`config.mk`:
```
export PLATFORM = sky130hd
export DESIGN_NAME = led_matrix_scroller
export DESIGN_NICKNAME = d
export VERILOG_FILES = /design/src/rtl/led_matrix_pkg.sv /design/src/rtl/led_step_prescaler.sv /design/src/rtl/led_matrix_scroller.sv
export SDC_FILE = /design/constraint.sdc
export NUM_CORES = 1
export LEC_CHECK = 0
export ABC_CLOCK_PERIOD_IN_PS = 3500
export CAP_MARGIN = 20
export CORE_MARGIN = 1.5
export CORE_UTILIZATION = 32
export CTS_CLUSTER_SIZE = 24
export DETAILED_ROUTE_END_ITERATION = 8
export MAX_ROUTING_LAYER = met4
export PLACE_DENSITY = 0.55
export SKIP_LAST_GASP = 1
export SYNTH_ARGS = -nofsm -noshare
export SYNTH_HDL_FRONTEND = slang
export SYNTH_SLANG_ARGS = --single-unit
export TNS_END_PERCENT = 50
```
`constraint.sdc`:
```
create_clock -name clk -period 3.5 [get_ports clk]
set_input_delay 0.525 -clock clk [delete_from_list [all_inputs] [get_ports clk]]
set_output_delay 0.525 -clock clk [all_outputs]
set_load 0.1 [all_outputs]
```
`src/rtl/led_matrix_pkg.sv`:
```
// Shared types and constants for the scrolling-text feeder of the 8x8 LED matrix.
package led_matrix_pkg;

    typedef enum logic [1:0] {
        ST_IDLE,
        ST_CHAR,
        ST_GAP,
        ST_TAIL
    } scroll_state_e;

    localparam int unsigned MATRIX_DIM = 8;
    localparam int unsigned FRAME_W    = MATRIX_DIM * MATRIX_DIM;
    localparam logic [7:0]  BLANK_COL  = 8'h00;

endpackage

```
`src/rtl/led_step_prescaler.sv`:
```
// Free-running step divider: tick pulses every STEP_DIV enabled cycles, counter
// held at zero while disabled so each enable starts a fresh full period.
module led_step_prescaler #(
    parameter int unsigned STEP_DIV = 1000000
) (
    input  logic clk,
    input  logic rst,
    input  logic en,
    output logic tick
);

    localparam int unsigned   CW   = $clog2(STEP_DIV);
    localparam logic [CW-1:0] LAST = CW'(STEP_DIV - 1);

    logic [CW-1:0] cnt_q, cnt_d;

    assign tick = en && (cnt_q == LAST);

    always_comb begin
        cnt_d = cnt_q + CW'(1);
        if (!en || tick) begin
            cnt_d = '0;
        end
    end

    always_ff @(posedge clk or negedge rst) begin
        if (!rst) begin
            cnt_q <= '0;
        end else begin
            cnt_q <= cnt_d;
        end
    end

endmodule

```
`src/rtl/led_matrix_scroller.sv`:
```
// Character buffer plus column-shifting frame builder that scrolls a text message
// across the 8x8 matrix driver; glyphs come from an external combinational decoder.
module led_matrix_scroller
    import led_matrix_pkg::*;
#(
    parameter int unsigned DEPTH    = 16,
    parameter int unsigned STEP_DIV = 1000000,
    parameter int unsigned GAP      = 1
) (
    input  logic                       clk,
    input  logic                       rst,
    input  logic                       wr_en,
    input  logic [7:0]                 wr_data,
    output logic                       wr_ready,
    input  logic                       clear,
    input  logic                       run,
    output logic [7:0]                 code_out,
    input  logic [FRAME_W-1:0]         glyph_in,
    output logic [FRAME_W-1:0]         array,
    output logic                       step,
    output logic [$clog2(DEPTH+1)-1:0] len
);

    localparam int unsigned LW       = $clog2(DEPTH + 1);
    localparam int unsigned IW       = $clog2(DEPTH);
    localparam logic [2:0]  LAST_COL = 3'(MATRIX_DIM - 1);
    localparam logic [2:0]  GAP_LAST = 3'((GAP == 0) ? 0 : GAP - 1);

    scroll_state_e      state_q, state_d;
    logic [LW-1:0]      len_q, len_d;
    logic [IW-1:0]      idx_q, idx_d;
    logic [2:0]         col_q, col_d;
    logic [2:0]         gap_q, gap_d;
    logic [FRAME_W-1:0] array_q, array_d;
    logic [7:0]         buf_q [DEPTH];
    logic [7:0]         new_col;
    logic               tick;
    logic               wr_fire;
    logic               advance;

    led_step_prescaler #(
        .STEP_DIV(STEP_DIV)
    ) u_prescaler (
        .clk (clk),
        .rst (rst),
        .en  (run && (state_q != ST_IDLE)),
        .tick(tick)
    );

    assign wr_ready = (state_q == ST_IDLE) && (len_q < LW'(DEPTH));
    assign wr_fire  = wr_en && wr_ready && !clear;
    assign code_out = buf_q[idx_q];
    assign array    = array_q;
    assign len      = len_q;
    assign step     = tick;

    always_comb begin
        state_d = state_q;
        len_d   = len_q;
        idx_d   = idx_q;
        col_d   = col_q;
        gap_d   = gap_q;
        array_d = array_q;
        new_col = BLANK_COL;
        advance = 1'b0;

        if (state_q == ST_IDLE) begin
            array_d = '0;
            if (clear) begin
                len_d = '0;
            end else if (wr_fire) begin
                len_d = len_q + LW'(1);
            end
            if (run && (len_q != '0)) begin
                state_d = ST_CHAR;
                idx_d   = '0;
                col_d   = '0;
                gap_d   = '0;
            end
        end else if (!run) begin
            // Dropping run wins over a coincident tick: that column is discarded.
            state_d = ST_IDLE;
            array_d = '0;
            idx_d   = '0;
            col_d   = '0;
            gap_d   = '0;
        end else if (tick) begin
            case (state_q)
                ST_CHAR: begin
                    for (int unsigned r = 0; r < MATRIX_DIM; r++) begin
                        new_col[r] = glyph_in[r*MATRIX_DIM + int'(col_q)];
                    end
                    if (col_q == LAST_COL) begin
                        col_d = '0;
                        if (GAP > 0) begin
                            state_d = ST_GAP;
                            gap_d   = '0;
                        end else begin
                            advance = 1'b1;
                        end
                    end else begin
                        col_d = col_q + 3'd1;
                    end
                end
                ST_GAP: begin
                    if (gap_q == GAP_LAST) begin
                        gap_d   = '0;
                        advance = 1'b1;
                    end else begin
                        gap_d = gap_q + 3'd1;
                    end
                end
                ST_TAIL: begin
                    // col doubles as the blank-column counter while flushing the screen.
                    if (col_q == LAST_COL) begin
                        col_d   = '0;
                        idx_d   = '0;
                        state_d = ST_CHAR;
                    end else begin
                        col_d = col_q + 3'd1;
                    end
                end
                default: ;
            endcase

            if (advance) begin
                if (idx_q == IW'(len_q - LW'(1))) begin
                    state_d = ST_TAIL;
                end else begin
                    idx_d   = idx_q + IW'(1);
                    state_d = ST_CHAR;
                end
            end

            for (int unsigned r = 0; r < MATRIX_DIM; r++) begin
                for (int unsigned c = 0; c < MATRIX_DIM - 1; c++) begin
                    array_d[r*MATRIX_DIM + c] = array_q[r*MATRIX_DIM + c + 1];
                end
                array_d[r*MATRIX_DIM + MATRIX_DIM - 1] = new_col[r];
            end
        end
    end

    always_ff @(posedge clk or negedge rst) begin
        if (!rst) begin
            state_q <= ST_IDLE;
            len_q   <= '0;
            idx_q   <= '0;
            col_q   <= '0;
            gap_q   <= '0;
            array_q <= '0;
        end else begin
            state_q <= state_d;
            len_q   <= len_d;
            idx_q   <= idx_d;
            col_q   <= col_d;
            gap_q   <= gap_d;
            array_q <= array_d;
        end
    end

    always_ff @(posedge clk) begin
        if (wr_fire) begin
            buf_q[len_q[IW-1:0]] <= wr_data;
        end
    end

endmodule

```
# Word-level counts from Yosys, hierarchy flattened

Memory sizes are Yosys's and may differ from the RTL's.
Cells that the tools add are included.
Widths: inputs -> output; s select.

Flip-flop bits (word level): 101
RAM bits: 128
Input bits: 77
Output and inout bits: 79
Word-level logic and storage cells: 123
Memories: 1

Memory list:

| memory | words | width | rd ports | clocked after Yosys merged registers in | write ports | line                      | source |
|---|---|---|---|---|---|---|---|
| buf_q  | 16    | 8     | 1        | 0                                       | 1           | led_matrix_scroller.sv:35 | `logic [7:0] buf_q [DEPTH];` |

$add $sub $neg: 13
$lt $le $gt $ge: 9
Equality and inequality tests: 14
Mux-type cells: 59
Reduce and logical (&&, ||, !) cells: 20

Operators with widths:

| operator              | number |
|---|---|
| $mux 64               | 3 |
| $bmux 1 s6            | 7 |
| $mux 3                | 11 |
| $mux 4                | 8 |
| $add 6x3->7 const A   | 4 |
| $lt 7x7->1 const B    | 4 |
| $add 20x1->20 const B | 1 |
| $eq 20x20->1 const B  | 1 |
| $mux 20               | 1 |
| $mux 2                | 8 |
| $mux 1                | 15 |
| $lt 6x7->1 const B    | 2 |
| $add 5x3->6 const A   | 2 |
| $mux 5                | 2 |
| $ne 5x5->1 const B    | 2 |
| $mux 8                | 1 |
| $lt 3x7->1 const B    | 1 |
| $lt 5x7->1 const B    | 1 |
| $add 3x1->3 const B   | 2 |
| $logic_and 1x1->1     | 6 |
| $pmux 3 s2            | 1 |
| $add 4x3->5 const A   | 1 |
| $add 5x1->5 const B   | 1 |
| $lt 5x5->1 const B    | 1 |
| 25 further kinds      | 29 |

# Logic depth before layout (Yosys ltp)

Gate-level depths: netlist of run 1.

Depth in word-level cells: 10
Mapped depth: 8
Gate-level depth less buffers: 7

# Hierarchy

A second synthesis of run 1 with hierarchy kept.

Cell total of the unflattened synthesis: 744
Area, all modules: 10281.1 sq um

By module, submodules not included:

| module              | times used | cells each | area each (sq um) | sequential area each (sq um) |
|---|---|---|---|---|
| led_matrix_scroller | 1          | 636        | 9231.4            | 5870.6 |
| led_step_prescaler  | 1          | 108        | 1049.8            | 500.5 |

# Worst setup path before layout of run 1

No wires, ideal clock.

Kind: reg2reg
Start: register state_q[0]
End: register idx_q[3]
Library setup time: 0.095 ns
Data arrival time: 3.883 ns
Required time: 3.405 ns
Path slack: -0.479 ns
Cell stages (with the launch flop): 8
Buffers on the path: 0
Clock period less this slack: 3.979 ns
Cells stage by stage: dfrtp_1 inv_1 ha_1 inv_1 nand2_1 nor3_1 nand3b_1 o211ai_1

Elaborated cells on any way between the ends: 19
Those cells by class: eq/ne (4); mux (10); reduce/logical (5)

RTL lines:

| item                       | line                       | source |
|---|---|---|
| start: declaration         | led_matrix_scroller.sv:29  | `scroll_state_e state_q, state_d;` |
| start signal: assignment   | led_matrix_scroller.sv:153 | `state_q <= state_d;` |
| $reduce_bool 2->1          | led_matrix_scroller.sv:46  | `.en (run && (state_q != ST_IDLE)),` |
| $logic_and 1x1->1          | led_matrix_scroller.sv:46  |  |
| $logic_and 1x1->1          | led_step_prescaler.sv:17   | `assign tick = en && (cnt_q == LAST);` |
| via step                   | led_matrix_scroller.sv:20  | `output logic step,` |
| $ne 3x1->1 (no line)       | -                          |  |
| $reduce_and 2->1 (no line) | -                          |  |
| end signal: assignment     | led_matrix_scroller.sv:155 | `idx_q <= idx_d;` |
| end: declaration           | led_matrix_scroller.sv:31  | `logic [IW-1:0] idx_q, idx_d;` |

The timed path passes the listed nets, and every way through them passes these cells. The select of a mux whose other input is x is not followed.
A chain may end at the register's enable or synchronous reset.

# Worst setup path in the final report of run 1

Start: register idx_q[0]
End: output port code_out[2]

Cells in the longest elaborated chain, start to end: 1

RTL lines:

| item             | line                      | source |
|---|---|---|
| $mem_v2 16x8     | -                         |  |
| end: declaration | led_matrix_scroller.sv:17 | `output logic [7:0] code_out,` |

No other way between the ends.

==> run summary, run 1 <==
The number of buffers inserted by hold repair at cts is 0. The number of storage elements in the synthesis netlist is 229. The number of synthesized flops with an enable pin is 128. The setup slack of the critical path after layout came out at roughly 330 ps. The number of buffers and inverters on the critical path came out at 2. The maximum fanout count along the critical path is 22. The cell area that synthesis handed to floorplanning was 9790 um^2. For this design the ratio of total power to cell area is between 500 and 600 nW/um^2. The number of setup buffers added after CTS is 0. In the synthesized netlist, the number of instances is 654. The end of the critical path is code_out[2]. The sum of overflow across all layers after global routing came out at 0. The count of different cell masters after synthesis is 49. The register-to-register setup slack is 800 ps. The worst slew slack as a fraction of its limit came out at 29.5%. The maximum VDD drop came out at 422 uV. The y dimension of the die came out at 178 um. The commonest register cell after synthesis is sky130_fd_sc_hd__edfxtp_1. STA classifies the critical path endpoint as an output pin. From synthesis to final layout, the design area changed by 31.3%. A synthesized cell averages about 15 um^2. The clock slew at the register clock pins of the worst setup and hold paths came out at 60 ps.

The worst setup path is of the reg2out kind. The flow ran to the end, and the final reports show no timing, DRC or antenna violations. The wire length per cell after detailed routing came out at 19.7 um.

The peak clock frequency supported by timing came out at 0.315 GHz. The final critical-path share of the clock period is 90.6%. The initial utilization of the core area, before any placement, comes to 32.8%. The diode insertion count for antenna repair is 0. The DRC violation count after routing came out at 0.

The worst-case clock skew came out at 27.3 ps. The arrival time of data at the critical path endpoint came out at 2650 ps. The synthesis warning total came out at 0. The number of max-cap violations is 0. The worst register-to-register path ends at gap_q[0]. After detailed routing, the number of vias per cell comes to a little over 5. In this run the critical register-to-register path is launched from len[0]. The CTS sink count came out at between 200 and 250. The die area came out at roughly 32,000 um^2. The switching component of the power is 1.92 mW. Setup repair after global routing left no endpoint under its margin.

The clock network burns 37.1% of the power. After layout, the minimum clock period comes to 3170 ps. The final setup TNS came out at 0 ps. The total track usage came out at 15.9%. Pin placement for this block handled ~160 I/O pins.

The endpoint required time on the critical path came out at between 2000 and 3000 ps. The sequential share of power is 43.4%. The number of resized instances in the post-cts repair step is 0.

TritonCTS created 26 clock buffers. The initial antenna violation count is 0. The share of the yosys chip area belonging to registers came out at 65.1%. The cell row count came out at 63.

The maximum single-stage delay on the critical path came out at 720 ps. The worst setup slack before clock tree synthesis is 822 ps. The global-route wire length before repair came out at 37,300 um. Combinational logic is responsible for 19.5% of the overall power. The internal portion of the total power is approximately 4.9 mW. The critical path crosses 5 cells after its start point. The horizontal die dimension is around 180 um. The final count of hold timing violations was 0. The count of nets left with antenna violations once routing finished came out at 0. The number of global-route vias before repair came to roughly 6,400. The sum of net half-perimeters after detailed placement is 17,000 um. The vias after detailed routing is 6,291. The largest buffer count on any clock path is 3. On the critical path, the stage with the largest delay is an instance of sky130_fd_sc_hd__dfrtp_2. The proportion of synthesized flip-flops having asynchronous set or reset is between 40% and 50%. Setup violations remaining at the end of the flow were counted as 0. STA classifies the critical path startpoint as a flop. The placeable core region is 29,900 um^2.

The critical path goes through buf_4 > mux4_2 > a22oi_1 > nand2_1 > buf_12. The quantity of I/O buffers inserted on ports came out at 155. TritonCTS built the clock tree. The tree is rooted in a sky130_fd_sc_hd__clkbuf_16. The count of nets after finishing is roughly 930. The post-synthesis net count is 746. The class of the tightest hold or removal check is in2async. The routability-driven placement congestion ratio is 0.786.

The final wirelength came out at 24,500 um. CTS built an H-tree with a depth of 1. The cell leakage power came out at 4.77 nW. The first detailed-routing pass took 4 iterations. The kind of cell with the highest combined delay along the critical path is flip-flops. The slew at the pin closest to its max-slew limit is 1050 ps. The final count of pins violating max slew is 0. Entering global routing, the biggest net connects between 60 and 70 pins. The fraction of power spent switching nets came out at 28.0%. The critical path starts at idx_q[0]. The proportion of layout cells with a drive suffix above 1 is 15.3%. The clock latency at the later pin of the worst-skew pair is 530 ps.

Measured in cells, the most critical reg-to-reg path has a length of 6. The first routing iteration left 457 violations.
## final cells by class
cell class              count  area [um^2]
well taps                 390          488
multi-input cells         378         3230
inverters                  11         41.3
repair buffers            191         1910
flip-flops and latches    229         6370
clock inverters            13          103
fillers                  2724        17000
clock buffers              33          707
## kinds of logic after synthesis
logic type	after synthesis	synth area share, %
AOI/OAI and AO/OA	125	9.78
xor gates and xnor gates	24	2.30
adders and majority gates	15	1.92
buffers and inverters	47	2.01
DFF	229	65.1
muxes	77	12.0
and+or+nand+nor	137	6.93
## metal layers
| layer | vias to the layer above | GRT usage [%] | share of wire, % |
|---|---|---|---|
| met5 | - | - | 0 |
| met4 | 0 | 4.17 | 2.0 |
| met3 | 31 | 2.68 | 5.4 |
| met2 | 167 | 25.2 | 48 |
| met1 | 3177 | 21.1 | 45 |
| li1 | 2916 | - | - |
## state kept, by name, indices dropped and copies added (netlist names)
signal,cells
u_prescaler.cnt_q,20
idx_q,4
array,64
state_q,2
len,5
gap_q,3
col_q,3
buf_q,128
## metrics by stage
step	hold WS, ps	total power [mW]	cells	util [%]	cell area [um^2]
6_report	63.0	6.85	1245	43.0	12900
5_1_grt	111	7.14	1245	43.0	12900
4_1_cts	66.4	6.95	1245	43.0	12900
3_5_place_dp	480	4.38	1199	40.3	12100
3_3_place_gp	479	4.38	1199	40.3	12100
2_1_floorplan	229	3.90	654	-	9800
## cell usage after synthesis, types with 2 or more instances
| cell type | count | area share (%) |
|---|---|---|
| sky130_fd_sc_hd__a21oi_1 | 8 | 0.41 |
| sky130_fd_sc_hd__a221oi_1 | 16 | 1.4 |
| sky130_fd_sc_hd__a22o_1 | 59 | 5.3 |
| sky130_fd_sc_hd__a22oi_1 | 8 | 0.61 |
| sky130_fd_sc_hd__and2_1 | 3 | 0.19 |
| sky130_fd_sc_hd__and4_1 | 4 | 0.36 |
| sky130_fd_sc_hd__buf_1 | 3 | 0.12 |
| sky130_fd_sc_hd__buf_2 | 10 | 0.51 |
| sky130_fd_sc_hd__clkbuf_1 | 22 | 0.84 |
| sky130_fd_sc_hd__dfrtp_1 | 101 | 26 |
| sky130_fd_sc_hd__edfxtp_1 | 128 | 39 |
| sky130_fd_sc_hd__ha_1 | 15 | 1.9 |
| sky130_fd_sc_hd__inv_1 | 10 | 0.38 |
| sky130_fd_sc_hd__mux2_2 | 3 | 0.35 |
| sky130_fd_sc_hd__mux2i_1 | 42 | 4.3 |
| sky130_fd_sc_hd__mux4_2 | 32 | 7.4 |
| sky130_fd_sc_hd__nand2_1 | 36 | 1.4 |
| sky130_fd_sc_hd__nand2b_1 | 5 | 0.32 |
| sky130_fd_sc_hd__nand3_1 | 11 | 0.56 |
| sky130_fd_sc_hd__nand4_1 | 8 | 0.51 |
| sky130_fd_sc_hd__nand4b_1 | 2 | 0.18 |
| sky130_fd_sc_hd__nor2_1 | 40 | 1.5 |
| sky130_fd_sc_hd__nor2b_1 | 5 | 0.32 |
| sky130_fd_sc_hd__nor3_1 | 11 | 0.56 |
| sky130_fd_sc_hd__nor4_1 | 2 | 0.13 |
| sky130_fd_sc_hd__o21ai_0 | 24 | 1.2 |
| sky130_fd_sc_hd__o41ai_1 | 2 | 0.18 |
| sky130_fd_sc_hd__or2_2 | 2 | 0.13 |
| sky130_fd_sc_hd__xnor2_1 | 9 | 0.81 |
| sky130_fd_sc_hd__xor2_1 | 14 | 1.3 |
## power groups by stage
| stage | Combinational (mW) | Sequential, mW | Clock, mW |
|---|---|---|---|
| CTS | 1.36 | 2.98 | 2.62 |
| finish | 1.34 | 2.98 | 2.54 |
| floorplan | 0.799 | 3.10 | 0 |
| global route | 1.45 | 2.98 | 2.71 |
| global placement | 1.35 | 3.03 | 0 |
| detailed placement | 1.35 | 3.03 | 0 |
## placed cells by master, fill, tap and decap left out, types with 4 or more instances in the layout
cell and count:
sky130_fd_sc_hd__a22oi_1 8, sky130_fd_sc_hd__clkinv_1 5, sky130_fd_sc_hd__a22o_1 59, sky130_fd_sc_hd__nand4_1 8
sky130_fd_sc_hd__dfrtp_1 100, sky130_fd_sc_hd__ha_1 15, sky130_fd_sc_hd__a21oi_1 8, sky130_fd_sc_hd__nand2_1 36
sky130_fd_sc_hd__buf_12 10, sky130_fd_sc_hd__edfxtp_1 128, sky130_fd_sc_hd__inv_1 10, sky130_fd_sc_hd__xnor2_1 9
sky130_fd_sc_hd__mux2i_1 42, sky130_fd_sc_hd__nor3_1 9, sky130_fd_sc_hd__nor2b_1 5, sky130_fd_sc_hd__xor2_1 14
sky130_fd_sc_hd__clkdlybuf4s50_1 142, sky130_fd_sc_hd__buf_4 39, sky130_fd_sc_hd__and4_1 4, sky130_fd_sc_hd__clkinv_2 5
sky130_fd_sc_hd__nor2_1 40, sky130_fd_sc_hd__a221oi_1 16, sky130_fd_sc_hd__nand3_1 11, sky130_fd_sc_hd__clkbuf_1 4
sky130_fd_sc_hd__nand2b_1 5, sky130_fd_sc_hd__mux4_2 32, sky130_fd_sc_hd__o21ai_0 24, sky130_fd_sc_hd__clkbuf_16 26
## worst min path at each step
stage	depth (start not counted)	slack (ps)	from	to
after global routing	1	110	rst	array[29]
final	1	60	rst	array[26]
after CTS	1	70	rst	idx_q[1]
after floorplan	0	230	rst	array[0]
after global placement	1	480	u_prescaler.cnt_q[0]	u_prescaler.cnt_q[0]
after detailed placement	1	480	u_prescaler.cnt_q[0]	u_prescaler.cnt_q[0]
Power figures use the tool's default switching activity.
==> run 2: changes to the inputs <==
- ABC_CLOCK_PERIOD_IN_PS: 3500 -> 3700
- SLEW_MARGIN: default -> 10
- clock period: 3.5 -> 3.7 ns (I/O delays scaled with it)
==> run 2 against run 1 <==
Compared with the run above:
- worst hold slack improved by 97 ps
- utilization shrank 0.34 points
- combinational power decreased by 7%
- non-clock buffer count shrank 13
- cell area is 0.80% lower
- cell count fell by 1.0%
- register-to-register slack better by 180 ps
- setup slack improved by 130 ps
- via count is 0.30% lower
- die area is the same
- critical endpoint is now step
==> run summary, run 2 (synthesized netlist as in run 1, its figures left out) <==
The area occupied by registers was 6370 um^2 (unchanged). The maximum number of pins on one net before global-route repair is 70 (+6.1%). The layout filler cell count is 2,724 (unchanged). The final critical-path share of the clock period is between 80% and 90%.

The detail-routed via count per cell is 5.09 (+0.75%). The arrival time of data at the critical path endpoint came out at 2680 ps (+30 ps). The final count of hold timing violations is 0 (unchanged). The final count of pins violating max slew came out at 0 (unchanged).

The total clock buffers created by CTS came to 25 (-3.8%). The number of global-route vias before repair is 6,310 (-1.6%). The TritonCTS clock tree is yes. The element type at the critical path start is a flop. The global-route wire length before repair came out at 37,900 um (+1.5%). The DRC violation count after routing came to 0 (unchanged). The slew at the pin closest to its max-slew limit came to 1100 ps (+41.4 ps).

The detailed router's first-iteration violation count is 401 (-12%). The cell row count is 63 (unchanged). The placeable core region came out at 29,900 um^2 (unchanged). The path length in cells of the critical path is 6 (+1).

The diode insertion count for antenna repair came out at 0 (unchanged). The number of resized instances in the post-cts repair step is 0 (unchanged). The areal power density over the cells is 509 nW/um^2 (-4.5%).

The largest buffer count on any clock path came out at 3 (unchanged). The run finished with clean final reports. The final standard cell count with taps included and fillers excluded is 1,232 (-1.0%). The gate family responsible for the most delay along the worst path is simple AND/OR/NAND/NOR gates.

The start point of the critical path is state_q[0]. The fraction of power spent switching nets came out at 27.9% (-0.083 points). The terminus of the critical flop-to-flop path is gap_q[0]. The starting utilization of the core area came to 32.8% (unchanged).

Traced cell by cell, the critical path runs through inv_1 > ha_1 > inv_1 > nand2_1 > nor3_2 > buf_12. The worst setup path is captured at an output pin. The peak clock frequency supported by timing came out at ~0.3 GHz. The sum of net half-perimeters after detailed placement is 17,200 um (+1.1%). The clock latency at the later pin of the worst-skew pair came out at 530 ps (about the same).

The y dimension of the die was 178 um (unchanged). The critical path is of the reg2out type. The buffer count from post-CTS setup fixing was 0 (unchanged). The worst-case clock skew came out at 24.9 ps (-2.38 ps).

The final setup violation count came out at 0 (unchanged). The end of the critical path is step. The endpoint required time on the critical path is 3140 ps (+170 ps). The cell with the biggest individual delay on the critical path is sky130_fd_sc_hd__nor3_2. The proportion of layout cells with a drive suffix above 1 came to 13.7% (-1.7 points). The count of H-tree levels built during CTS came out at 1 (unchanged). The relative contribution of combinational cells to total power is 19.0% (-0.5 points). The maximum single-stage delay on the critical path is 630 ps (-90 ps). In this design, the critical path's most frequently occurring cell is sky130_fd_sc_hd__inv_1. The switching component of the power came out at 1.81 mW (-5.6%). The routability-driven placement congestion ratio came out at 0.824 (+4.9%). The final wirelength is 24,900 um (+1.8%). The tree is rooted in a sky130_fd_sc_hd__clkbuf_16. The path depth of the worst reg2reg path is 6 (unchanged). The wire length per cell after detailed routing is 20.2 um (+2.8%).

The number of routed nets with antenna violations was 0 (unchanged). The number of buffers inserted by hold repair at cts is 0 (unchanged). The total track usage is 16.1% (+0.25 points). The worst slew slack as a fraction of its limit was 26.7% (-2.8 points). The cell leakage power came out at 4.70 nW (-1.6%). The CTS sink count is 229 (unchanged). The top cell types in the final layout, fill and taps aside, are sky130_fd_sc_hd__clkdlybuf4s50_1 (144), sky130_fd_sc_hd__edfxtp_1 (128), sky130_fd_sc_hd__dfrtp_1 (100). The final setup TNS was 0 ps (unchanged). The number of flip-flops in the largest register is 128 (unchanged). The commonest non-fill, non-tap cell in the layout is sky130_fd_sc_hd__clkdlybuf4s50_1.

The multi-input logic area is 3230 um^2 (unchanged). The internal power component came out at 4.68 mW (-5.2%). The number of iterations in the first detailed-routing pass came out at 5 (+1).

The horizontal die dimension is 178 um (unchanged). The sequential share of power was 43.5% (about the same). The initial antenna violation count is 0 (unchanged). The total chip power was 6.49 mW (-5.3%). The worst hold path belongs to the class in2async. The clock share of power came out at 37.5% (+0.4 points). The quantity of I/O buffers inserted on ports is 155 (unchanged). The sum of overflow across all layers after global routing was 0 (unchanged). From synthesis to final layout, the design area changed by 30.3%. The clock slew at the register clock pins of the worst setup and hold paths came out at 60 ps (about the same). The count of nets after finishing is 915 (-1.5%). The number of buffers and inverters on the critical path is 3 (+1).

The worst setup slack before clock tree synthesis was 789 ps (-33.3 ps). The number of ports placed on the die boundary is 156 (unchanged). The number of max-cap violations came to 0 (unchanged).

The maximum fanout count along the critical path is 8 (-64%). The cell count after placement is 1,185 (-1.2%). The vias after detailed routing came out at 6,272 (-0.30%). The setup slack of the critical path after layout is 461 ps (+133 ps). The register-to-register setup slack came out at 980 ps (+180 ps). The die area came out at 31,700 um^2 (unchanged). Setup repair after global routing left no endpoint under its margin.

Subtracting the final worst setup slack from the clock period gives 3240 ps. The maximum VDD drop came out at 516 uV (+22%). The startpoint identified for the worst register-to-register timing path is len[0].
## run 2: layout make-up
class	instances	area share, %
clock buffer	40	5.82
clock inverter	6	0.549
inverter	11	0.324
multi-input combinational	378	25.4
sequential	229	50.0
tap	390	3.83
timing repair buffer	178	14.2
## run 2: worst min-delay path by stage
| stage | startpoint | end | slack [ps] |
|---|---|---|---|
| after floorplan | rst | array[0] | 260 |
| after global placement | gap_q[2] | gap_q[2] | 480 |
| after detailed placement | gap_q[2] | gap_q[2] | 480 |
| after CTS | rst | state_q[1] | 180 |
| after global routing | rst | array[16] | 220 |
| final | rst | array[16] | 160 |
## run 2: power by group through the flow
stage / Combinational (mW) / Clock, mW / Sequential, mW
floorplan: 0.756 / 0 / 2.94
global placement: 1.25 / 0 / 2.87
detailed placement: 1.25 / 0 / 2.88
CTS: 1.25 / 2.49 / 2.83
global route: 1.34 / 2.60 / 2.83
finish: 1.24 / 2.43 / 2.82
## run 2: worst register-to-register path, delay by kind of cell (launching register included)
family                     cells  cell delay [ps]
AOI/OAI and AO/OA              1              540
adders and majority gates      1              180
buffers and inverters          1              180
DFF                            1              490
muxes                          1              330
and+or+nand+nor                2              860
## run 2: per-layer routing
layer | part of all wire [%] | GRT usage [%]
met1 | 44 | 21.5
met3 | 6.2 | 3.11
met5 | 0 | -
met2 | 48 | 25.2
met4 | 2.2 | 4.13
## run 2: metrics by stage
step                      util, %  hold WS (ps)  area (um^2)
after floorplan                 -           259         9800
after global placement       40.0           481        11900
after detailed placement     40.0           481        11900
after CTS                    42.7           184        12700
after global routing         42.7           222        12800
final                        42.7           160        12800
==> run 3: changes to the inputs <==
- RECOVER_POWER: default -> 25
- SETUP_SLACK_MARGIN: default -> 0.2
==> run 3 against run 2 <==
Compared with the run above:
- largest power group unchanged
- sequential power about the same
- utilization about the same
- critical endpoint unchanged
- worst hold slack improved by 340 ps
- the flow now finishes with violations (capacitance limit, slew limit)
- sequential share of layout area about the same
- first-iteration DRC count decreased by 4.7%
==> run summary, run 3 (synthesized netlist as in run 1, its figures left out) <==
The category of the critical setup timing path is reg2out. The maximum VDD drop came to 515 uV (about the same). The clock root buffer is sky130_fd_sc_hd__clkbuf_16. The CTS sink count came out at 229 (unchanged). The checks that failed: capacitance limit, slew limit. The final wirelength came to 24,900 um (-0.14%). The worst slew slack as a fraction of its limit is -14.5% (-41 points). The detailed router's first-iteration violation count is 382 (-4.7%). The vias after detailed routing is 6,280 (+0.13%). The detail-routed via count per cell came out at 5.10 (+0.13%). The number of global-route vias before repair came out at 6,310 (unchanged).

The arrival time of data at the critical path endpoint is 2670 ps (about the same). The slew at the pin closest to its max-slew limit came out at 1720 ps (+622 ps). The number of flip-flops in the largest register is 128 (unchanged).

The number of iterations in the first detailed-routing pass came out at 5 (unchanged). The number of buffers inserted by hold repair at cts came out at 0 (unchanged). The most critical setup path has its endpoint at step. The final count of hold timing violations came out at 0 (unchanged). The diode insertion count for antenna repair came out at 0 (unchanged). The cell row count was 63 (unchanged). The number of ports placed on the die boundary came out at 156 (unchanged).

The path depth of the worst reg2reg path came to 6 (unchanged). The largest buffer count on any clock path came out at 3 (unchanged). The worst setup slack before clock tree synthesis came to 789 ps (unchanged). The routability-driven placement congestion ratio came to 0.824 (unchanged). The initial antenna violation count came out at 0 (unchanged). The number of max-cap violations came out at 1 (+1). STA classifies the critical path startpoint as a flop. The global-route wire length before repair was 37,900 um (unchanged).

The final critical-path share of the clock period is 87.1% (-0.43 points). The clock slew at the register clock pins of the worst setup and hold paths is 60 ps (about the same). Leaving out fill and tap cells, the most frequent cells in the layout are sky130_fd_sc_hd__clkdlybuf4s50_1 (140), sky130_fd_sc_hd__edfxtp_1 (128), sky130_fd_sc_hd__dfrtp_1 (100). The endpoint required time on the critical path was 3140 ps (about the same). The y dimension of the die is 178 um (unchanged). The placeable core region came out at 29,900 um^2 (unchanged). The number of resized instances in the post-cts repair step is 0 (unchanged).

The final setup violation count came to 0 (unchanged). The die area came out at 31,700 um^2 (unchanged). The quantity of I/O buffers inserted on ports came to 155 (unchanged). The terminus of the critical flop-to-flop path is gap_q[0]. The proportion of layout cells with a drive suffix above 1 is 13.4% (-0.24 points). The final count of pins violating max slew was 70 (+70). The library cell used most frequently in the layout, excluding fill and tap cells, is sky130_fd_sc_hd__clkdlybuf4s50_1. The area growth from synthesis to layout was 30.2% (about the same). The nature of the critical path endpoint is an output pin. The DRC violation count after routing is 0 (unchanged). The number of routed nets with antenna violations came to 0 (unchanged). The starting utilization of the core area came to 32.8% (unchanged). The final setup TNS is 0 ps (unchanged).

The total track usage is 16.1% (unchanged). The horizontal die dimension came out at 178 um (unchanged). The worst-case clock skew is 24.5 ps (-0.416 ps). The maximum number of pins on one net before global-route repair came out at 70 (unchanged). The peak clock frequency supported by timing is 0.310 GHz (+0.49%). The cell leakage power is 4.69 nW (-0.15%).

The worst hold path belongs to the class in2async. The total clock buffers created by CTS was 25 (unchanged). The areal power density over the cells is 509 nW/um^2 (about the same).

The clock latency at the later pin of the worst-skew pair came out at 530 ps (about the same). The sum of overflow across all layers after global routing was 0 (unchanged). The shortest period the worst path allows came out at 3220 ps (-16.0 ps). The count of H-tree levels built during CTS is 1 (unchanged). The buffer count from post-CTS setup fixing is 0 (unchanged). The startpoint identified for the worst register-to-register timing path is len[0]. The wire length per cell after detailed routing came out at 20.2 um (-0.14%). The register-to-register setup slack came out at 970 ps (about the same). Setup repair after global routing left no endpoint under its margin. TritonCTS built the clock tree.

The maximum fanout count along the critical path was 8 (unchanged). The setup slack of the critical path after layout came out at 477 ps (+16.0 ps). The count of nets after finishing is 915 (unchanged). The sum of net half-perimeters after detailed placement came out at 17,200 um (unchanged). The flow ran to the end, but the final reports show violations. The most critical setup path has its startpoint at state_q[0].
run 3: per-layer routing:
metal / track usage (%) / up-vias / share of wire [%]
met3: 3.11 / 40 / 6.3
met2: 25.2 / 200 / 48
met1: 21.5 / 3161 / 44
met5: - / - / 0
met4: 4.13 / 0 / 2.3
li1: - / 2879 / -
run 3: cell type report:
type | count | area, um^2
fillers | 2726 | 17100
flip-flops and latches | 229 | 6370
multi-input cells | 378 | 3230
repair buffers | 178 | 1800
clock buffers | 40 | 742
well taps | 390 | 488
clock inverters | 6 | 70.1
inverters | 11 | 41.3
run 3: worst min path at each step:
stage | cells after the start | end | slack [ps] | start
floorplan | 0 | array[0] | 260 | rst
global placement | 1 | gap_q[2] | 480 | gap_q[2]
detailed placement | 1 | gap_q[2] | 480 | gap_q[2]
CTS | 1 | state_q[1] | 180 | rst
global route | 1 | gap_q[2] | 520 | gap_q[2]
finish | 1 | array[16] | 500 | rst
run 3: power breakdown:
group	total (mW)	internal [mW]	switching, mW	leakage [nW]
Combinational	1.23	0.466	0.768	1.73
Sequential	2.82	2.76	0.0595	2.55
Clock	2.43	1.45	0.985	0.401
Total	6.49	4.68	1.81	4.69
run 3: per-stage QoR:
step,instance area (um^2),power (mW),util [%],hold WS (ps),instances
after floorplan,9800,3.69,-,259,654
after global placement,11900,4.12,40.0,481,1185
after detailed placement,11900,4.12,40.0,481,1185
after CTS,12700,6.57,42.7,184,1231
after global routing,12700,6.77,42.7,517,1232
final,12700,6.49,42.7,496,1232
run 3: critical path, cell delays in order, from the launching register on:
cell and delay [ps]:
sky130_fd_sc_hd__dfrtp_1 370, sky130_fd_sc_hd__inv_1 80, sky130_fd_sc_hd__ha_1 300, sky130_fd_sc_hd__inv_1 240, sky130_fd_sc_hd__nand2_1 240, sky130_fd_sc_hd__nor3_2 630
sky130_fd_sc_hd__buf_12 260
